File: src/rtl/fm_disc_pkg.sv
// Shared constants and helpers for the FM discriminator: default widths, ADC channel
// codes, offset-binary <-> two's-complement conversion and signed saturation.
package fm_disc_pkg;

  localparam int         W_DEF        = 10;
  localparam int         AVG_LOG2_DEF = 3;
  localparam logic [2:0] CH_I         = 3'b110;
  localparam logic [2:0] CH_Q         = 3'b100;

  typedef struct packed {
    logic        sat;
    logic [31:0] val;
  } sat_res_t;

  // Offset-binary and two's complement differ only in the MSB of a w-bit word.
  function automatic logic [31:0] ob2s(input logic [31:0] x, input int w);
    return x ^ (32'd1 << (w - 1));
  endfunction

  function automatic logic [31:0] s2ob(input logic [31:0] x, input int w);
    return x ^ (32'd1 << (w - 1));
  endfunction

  function automatic sat_res_t sat_w(input logic signed [63:0] x, input int w);
    logic signed [63:0] hi;
    logic signed [63:0] lo;
    sat_res_t           r;
    hi    = (64'sd1 <<< (w - 1)) - 64'sd1;
    lo    = -(64'sd1 <<< (w - 1));
    r.sat = (x > hi) || (x < lo);
    if (x > hi)      r.val = hi[31:0];
    else if (x < lo) r.val = lo[31:0];
    else             r.val = x[31:0];
    return r;
  endfunction

endpackage

File: src/rtl/fm_discriminator_boxcar.sv
// Boxcar averager / decimator over 2^AVG_LOG2 samples, with a pass-through bypass mode.
module boxcar_decimator
  import fm_disc_pkg::*;
#(
  parameter int W        = W_DEF,
  parameter int AVG_LOG2 = AVG_LOG2_DEF
) (
  input  logic                clk,
  input  logic                rstn,
  input  logic signed [W-1:0] s,
  input  logic                s_sat,
  input  logic                s_valid,
  input  logic                bypass,
  input  logic                clear,
  output logic signed [W-1:0] a,
  output logic                a_sat,
  output logic                a_valid
);

  localparam int AW = W + AVG_LOG2;

  logic signed [AW-1:0]       acc_reg;
  logic        [AVG_LOG2-1:0] cnt_reg;
  logic                       sat_acc_reg;
  logic signed [AW-1:0]       s_ext;
  logic signed [AW-1:0]       sum_next;

  assign s_ext    = {{AVG_LOG2{s[W-1]}}, s};
  assign sum_next = acc_reg + s_ext;

  always_ff @(posedge clk or negedge rstn) begin
    if (!rstn) begin
      acc_reg     <= '0;
      cnt_reg     <= '0;
      sat_acc_reg <= 1'b0;
      a           <= '0;
      a_sat       <= 1'b0;
      a_valid     <= 1'b0;
    end else begin
      a_valid <= 1'b0;
      if (bypass) begin
        acc_reg     <= '0;
        cnt_reg     <= '0;
        sat_acc_reg <= 1'b0;
        if (s_valid) begin
          a       <= s;
          a_sat   <= s_sat;
          a_valid <= 1'b1;
        end
      end else if (clear) begin
        acc_reg     <= '0;
        cnt_reg     <= '0;
        sat_acc_reg <= 1'b0;
      end else if (s_valid) begin
        if (cnt_reg == '1) begin
          // Dropping the low bits of the two's-complement sum is a floor divide.
          a           <= sum_next[AW-1:AVG_LOG2];
          a_sat       <= sat_acc_reg | s_sat;
          a_valid     <= 1'b1;
          acc_reg     <= '0;
          cnt_reg     <= '0;
          sat_acc_reg <= 1'b0;
        end else begin
          acc_reg     <= sum_next;
          cnt_reg     <= cnt_reg + 1'b1;
          sat_acc_reg <= sat_acc_reg | s_sat;
        end
      end
    end
  end

endmodule

File: src/rtl/fm_discriminator.sv
// FM quadrature discriminator: pairs I/Q ADC samples by channel code, forms the
// cross-product phase difference, scales/saturates it and optionally averages.
module fm_discriminator
  import fm_disc_pkg::*;
#(
  parameter int         W        = W_DEF,
  parameter int         AVG_LOG2 = AVG_LOG2_DEF,
  parameter logic [2:0] I_CH     = CH_I,
  parameter logic [2:0] Q_CH     = CH_Q
) (
  input  logic         clk,
  input  logic         rstn,
  input  logic         en,
  input  logic [2:0]   channel,
  input  logic [W-1:0] sample,
  input  logic [3:0]   gain_shift,
  input  logic         avg_bypass,
  output logic [W-1:0] out,
  output logic         out_valid,
  output logic         sat,
  output logic         pair_err
);

  logic [31:0]         smp_s32;
  logic signed [W-1:0] smp_s;
  logic                is_i, is_q;

  assign smp_s32 = ob2s({{(32-W){1'b0}}, sample}, W);
  assign smp_s   = smp_s32[W-1:0];
  assign is_i    = en && (channel == I_CH);
  assign is_q    = en && (channel == Q_CH);

  logic                i_pend_reg, primed_reg, pair_err_reg;
  logic signed [W-1:0] i_cur_reg, i_prev_reg, q_prev_reg;
  logic                s1_valid_reg;
  logic signed [W-1:0] s1_i_reg, s1_q_reg, s1_ip_reg, s1_qp_reg;

  // Pairing front end; s1_* holds the new pair alongside the history it is compared with.
  always_ff @(posedge clk or negedge rstn) begin
    if (!rstn) begin
      i_pend_reg   <= 1'b0;
      primed_reg   <= 1'b0;
      pair_err_reg <= 1'b0;
      i_cur_reg    <= '0;
      i_prev_reg   <= '0;
      q_prev_reg   <= '0;
      s1_valid_reg <= 1'b0;
      s1_i_reg     <= '0;
      s1_q_reg     <= '0;
      s1_ip_reg    <= '0;
      s1_qp_reg    <= '0;
    end else begin
      pair_err_reg <= (is_i && i_pend_reg) || (is_q && !i_pend_reg);
      s1_valid_reg <= 1'b0;
      if (is_i) begin
        i_cur_reg  <= smp_s;
        i_pend_reg <= 1'b1;
      end else if (is_q && i_pend_reg) begin
        i_pend_reg   <= 1'b0;
        primed_reg   <= 1'b1;
        s1_valid_reg <= primed_reg;
        s1_i_reg     <= i_cur_reg;
        s1_q_reg     <= smp_s;
        s1_ip_reg    <= i_prev_reg;
        s1_qp_reg    <= q_prev_reg;
        i_prev_reg   <= i_cur_reg;
        q_prev_reg   <= smp_s;
      end
    end
  end

  logic                  s2_valid_reg, s3_valid_reg, s4_valid_reg, s4_sat_reg;
  logic signed [2*W-1:0] p1_reg, p2_reg;
  logic signed [2*W:0]   d_reg;
  logic signed [W-1:0]   s4_reg;
  logic signed [63:0]    d_ext, d_shift;
  sat_res_t              s4_res;

  assign d_ext   = {{(63-2*W){d_reg[2*W]}}, d_reg};
  assign d_shift = d_ext >>> gain_shift;
  assign s4_res  = sat_w(d_shift, W);

  always_ff @(posedge clk or negedge rstn) begin
    if (!rstn) begin
      s2_valid_reg <= 1'b0;
      s3_valid_reg <= 1'b0;
      s4_valid_reg <= 1'b0;
      s4_sat_reg   <= 1'b0;
      p1_reg       <= '0;
      p2_reg       <= '0;
      d_reg        <= '0;
      s4_reg       <= '0;
    end else begin
      s2_valid_reg <= s1_valid_reg;
      p1_reg       <= s1_i_reg * s1_qp_reg;
      p2_reg       <= s1_q_reg * s1_ip_reg;
      s3_valid_reg <= s2_valid_reg;
      d_reg        <= p2_reg - p1_reg;
      s4_valid_reg <= s3_valid_reg;
      s4_reg       <= s4_res.val[W-1:0];
      s4_sat_reg   <= s4_res.sat;
    end
  end

  logic                bypass_d_reg;
  logic signed [W-1:0] avg_a;
  logic                avg_sat, avg_valid;
  logic [31:0]         a_ob32;

  boxcar_decimator #(.W(W), .AVG_LOG2(AVG_LOG2)) u_boxcar (
    .clk     (clk),
    .rstn    (rstn),
    .s       (s4_reg),
    .s_sat   (s4_sat_reg),
    .s_valid (s4_valid_reg),
    .bypass  (avg_bypass),
    .clear   (avg_bypass != bypass_d_reg),
    .a       (avg_a),
    .a_sat   (avg_sat),
    .a_valid (avg_valid)
  );

  assign a_ob32 = s2ob({{(32-W){avg_a[W-1]}}, avg_a}, W);

  logic [W-1:0] out_reg;
  logic         out_valid_reg, sat_reg;

  always_ff @(posedge clk or negedge rstn) begin
    if (!rstn) begin
      bypass_d_reg  <= 1'b0;
      out_reg       <= {1'b1, {(W-1){1'b0}}};
      out_valid_reg <= 1'b0;
      sat_reg       <= 1'b0;
    end else begin
      bypass_d_reg  <= avg_bypass;
      out_valid_reg <= avg_valid;
      sat_reg       <= avg_valid && avg_sat;
      if (avg_valid) out_reg <= a_ob32[W-1:0];
    end
  end

  assign out       = out_reg;
  assign out_valid = out_valid_reg;
  assign sat       = sat_reg;
  assign pair_err  = pair_err_reg;

endmodule

File: config.mk
export PLATFORM = sky130hd
export DESIGN_NAME = fm_discriminator
export DESIGN_NICKNAME = d
export VERILOG_FILES = /design/src/rtl/fm_disc_pkg.sv /design/src/rtl/fm_discriminator_boxcar.sv /design/src/rtl/fm_discriminator.sv
export SDC_FILE = /design/constraint.sdc
export NUM_CORES = 1
export LEC_CHECK = 0
export CAP_MARGIN = 20
export CORE_MARGIN = 4
export CORE_UTILIZATION = 42
export DETAILED_ROUTE_END_ITERATION = 8
export PLACE_DENSITY_LB_ADDON = 0.12
export SYNTH_ARGS = -nofsm -noshare
export SYNTH_HDL_FRONTEND = slang
export SYNTH_SLANG_ARGS = --single-unit
File: constraint.sdc
create_clock -name clk -period 13.3 [get_ports clk]
set_input_delay 1.33 -clock clk [delete_from_list [all_inputs] [get_ports clk]]
set_output_delay 1.33 -clock clk [all_outputs]
set_load 0.005 [all_outputs]
==> impl_metrics.sql <==
INSERT INTO impl_metrics (metric_group, metric, value, unit) VALUES
('status', 'run_status', 'completed', ''),
('logic_synthesis', 'async_flop_share', '100', '%'),
('global_route', 'gr-max-usage-layer', 'met2', ''),
('logic_synthesis', 'synth_area_leader_cell', 'sky130_fd_sc_hd__dfrtp_1', ''),
('power_and_ir_drop', 'totalPowerFinal', '3.77', 'mW'),
('clocking', 'cts_tree', 'yes', ''),
('clocking', 'clk_transition_reported_paths', '0.07', 'ns'),
('timing', 'timing.final.setup_violations', '0', ''),
('global_route', 'vias_in_the_first_global_route', '11100', ''),
('clocking', 'postCtsResizedCells', '0', ''),
('layout', 'final_common_cell', 'sky130_fd_sc_hd__inv_1', ''),
('power_and_ir_drop', 'cell_leakage_power', '8.87', 'nW'),
('min_path', 'hp-class', 'flip-flop to flip-flop', ''),
('clocking', 'cts_made_buffers', '17', ''),
('logic_synthesis', 'postSynthCellCount', '1636', ''),
('layout', 'register_cell_area_after_layout', '4280', 'sq um'),
('floorplan', 'chipHeight', '205', 'um'),
('power_and_ir_drop', 'p_int', '2.00', 'mW'),
('worst_setup_path', 'setup.worst_path.end_class', 'flip-flop', ''),
('clocking', 'cts.path.max_buffers', '2', ''),
('timing', 'slew_viol_final', '0', ''),
('worst_setup_path', 'data_arrival_time_of_the_worst_path', '5.88', 'ns'),
('logic_synthesis', 'post_synthesis_register_bit_count', '171', ''),
('flow_run', 'cap_viol_max_count', '0', ''),
('timing', 'hold_viol_final', '0', ''),
('power_and_ir_drop', 'power-per-cell-area', '215', 'nW/um^2'),
('global_route', 'grt_start_max_net_pins', '68', ''),
('worst_setup_path', 'worst-setup-path-type', 'flip-flop to flip-flop', ''),
('clocking', 'ctsHtreeMaxLevel', '4', ''),
('timing', 'rsz0062_at_grt', 'false', ''),
('timing', 'finalClockSkew', '0.0110', 'ns'),
('power_and_ir_drop', 'power.switching_fraction', '46.9', '%'),
('layout', 'layout.cell_area.non_filler', '17500', 'sq um'),
('worst_setup_path', 'worst-path-buf-inv', '3', ''),
('worst_setup_path', 'kind_of_launch_point_of_the_worst_setup_path', 'flip-flop', ''),
('power_and_ir_drop', 'power_switching', '1.77', 'mW'),
('logic_synthesis', 'synth.lib_cells_used.distinct', '80', ''),
('drt', 'wirelength', '33700', 'um'),
('timing', 'timing.final.crit_period', '5.56', 'ns'),
('drt', 'drt-vias-per-instance', '4.96', ''),
('global_route', 'first_pass_grt_wire_length', '56700', 'um'),
('power_and_ir_drop', 'power.ir.vdd_worst', '0.0936', 'mV'),
('worst_setup_path', 'r2r_setup_slack', '7.74', 'ns'),
('floorplan', 'start_util', '42.9', '%'),
('drt', 'detail_route.first_pass.iterations', '5', ''),
('worst_setup_path', 'cp_data_required_time', '13.62', 'ns'),
('worst_setup_path', 'first_element_of_the_critical_path', 's1_q_reg[5]$_DFFE_PN0P_', ''),
('timing', 'fin_tns_setup', '0', 'ns'),
('layout', 'postLayoutCoreUtil', '46.2', '%'),
('timing', 'fin_crit_sh', '41.8', '%'),
('floorplan', 'floorplan.core_area', '37900', 'sq um'),
('global_route', 'gr-usage-met1', '22.4', '%'),
('drt', 'detail-route-antenna-nets', '0', ''),
('global_route', 'antenna_violations_before_repair', '0', ''),
('clocking', 'cts_hold_repair.buffers', '0', ''),
('timing', 'max_freq', '180', 'MHz'),
('logic_synthesis', 'synth_top_cells_by_area', 'sky130_fd_sc_hd__dfrtp_1, sky130_fd_sc_hd__fa_1, sky130_fd_sc_hd__ha_1, sky130_fd_sc_hd__inv_1, sky130_fd_sc_hd__mux2_2', ''),
('logic_synthesis', 'synthesis.nets', '1974', ''),
('worst_setup_path', 'worstRegToRegCells', '15', ''),
('worst_setup_path', 'cp-endpoint', 'p2_reg[16]$_DFF_PN0_', ''),
('floorplan', 'placementRows', '71', ''),
('clocking', 'clockRootBuffer', 'sky130_fd_sc_hd__clkbuf_16', ''),
('placed_design', 'dp_worst_setup_slack', '7.76', 'ns'),
('global_route', 'use_met3', '3.17', '%'),
('floorplan', 'die_x', '205', 'um'),
('placed_design', 'gp_congestion', '0.835', ''),
('logic_synthesis', 'yosysWarnings', '0', ''),
('worst_setup_path', 'critical-path-max-stage-delay', '0.62', 'ns'),
('drt', 'wl_per_cell', '15.7', 'um'),
('drt', 'detail_route.iter0.violations', '481', ''),
('min_path', 'holdCritStartpoint', 's3_valid_reg$_DFF_PN0_', '');
==> logic make-up after synthesis <==
logic type | share of synthesized area [%]
compound gates | 9.45
xor+xnor | 3.50
simple gates | 11.6
buf+inv | 9.03
fa+ha+maj | 32.9
mux | 7.19
flops | 26.3
==> cell type report <==
type,count,share of cell area [%]
sequential,171,24.4
tap,511,3.65
timing repair buffer,39,2.26
inverter,295,6.32
clock inverter,12,0.728
multi-input combinational,1098,60.0
clock buffer,20,2.61
==> worst reg2reg max path, cell delays in order, from the launching register on <==
cell                       delay (ns)
sky130_fd_sc_hd__dfrtp_1         0.62
sky130_fd_sc_hd__nand2_1         0.16
sky130_fd_sc_hd__fa_1            0.58
sky130_fd_sc_hd__inv_1           0.05
sky130_fd_sc_hd__fa_1            0.46
sky130_fd_sc_hd__fa_1            0.52
sky130_fd_sc_hd__fa_1            0.54
sky130_fd_sc_hd__inv_1           0.05
sky130_fd_sc_hd__fa_1            0.52
sky130_fd_sc_hd__inv_1           0.04
sky130_fd_sc_hd__ha_1            0.36
sky130_fd_sc_hd__and2_1          0.18
sky130_fd_sc_hd__a311oi_1        0.36
sky130_fd_sc_hd__a31oi_1         0.23
sky130_fd_sc_hd__and4_1          0.24
sky130_fd_sc_hd__or4_1           0.50
==> Yosys cell counts, drive strengths merged (12+ instances only) <==
cell type	number
dfrtp	170
inv	293
clkbuf	57
a21o	14
nor3	12
nand2b	16
ha	133
o21ai	55
a21oi	61
a211oi	14
buf	14
nand3	14
nor2	59
xnor2	50
nand2	149
xor2	15
fa	184
and2	82
mux2	63
mux2i	29
nor2b	14
o21a	19
==> power by group through the flow <==
stage | combinational [mW] | sequential [mW] | clock (mW)
after global routing | 2.78 | 0.916 | 0.533
after global placement | 2.38 | 0.901 | 0
after detailed placement | 2.41 | 0.904 | 0
final | 2.39 | 0.890 | 0.493
after floorplan | 2.00 | 0.756 | 0
after CTS | 2.43 | 0.894 | 0.509
==> through the flow <==
step | hold WS [ns] | std cells
after detailed placement | 0.336 | 2112
after global placement | 0.332 | 2112
after floorplan | 0.331 | 1636
after global routing | 0.363 | 2146
after CTS | 0.353 | 2144
final | 0.350 | 2146
==> worst min path at each step <==
stage                                        end  slack [ns]  depth (start not counted)
after CTS                 s4_valid_reg$_DFF_PN0_        0.35                          0
after global routing      s3_valid_reg$_DFF_PN0_        0.36                          0
final                     s4_valid_reg$_DFF_PN0_        0.35                          0
after detailed placement  s4_valid_reg$_DFF_PN0_        0.34                          0
after global placement    s4_valid_reg$_DFF_PN0_        0.33                          0
after floorplan           s2_valid_reg$_DFF_PN0_        0.33                          0
==> per-layer routing <==
metal	share of wire, %	routed length (um)
met4	2.2	752
met2	48	16100
met5	0	0
met3	3.7	1240
met1	46	15600
No activity file was read; power rests on OpenSTA's default activity.
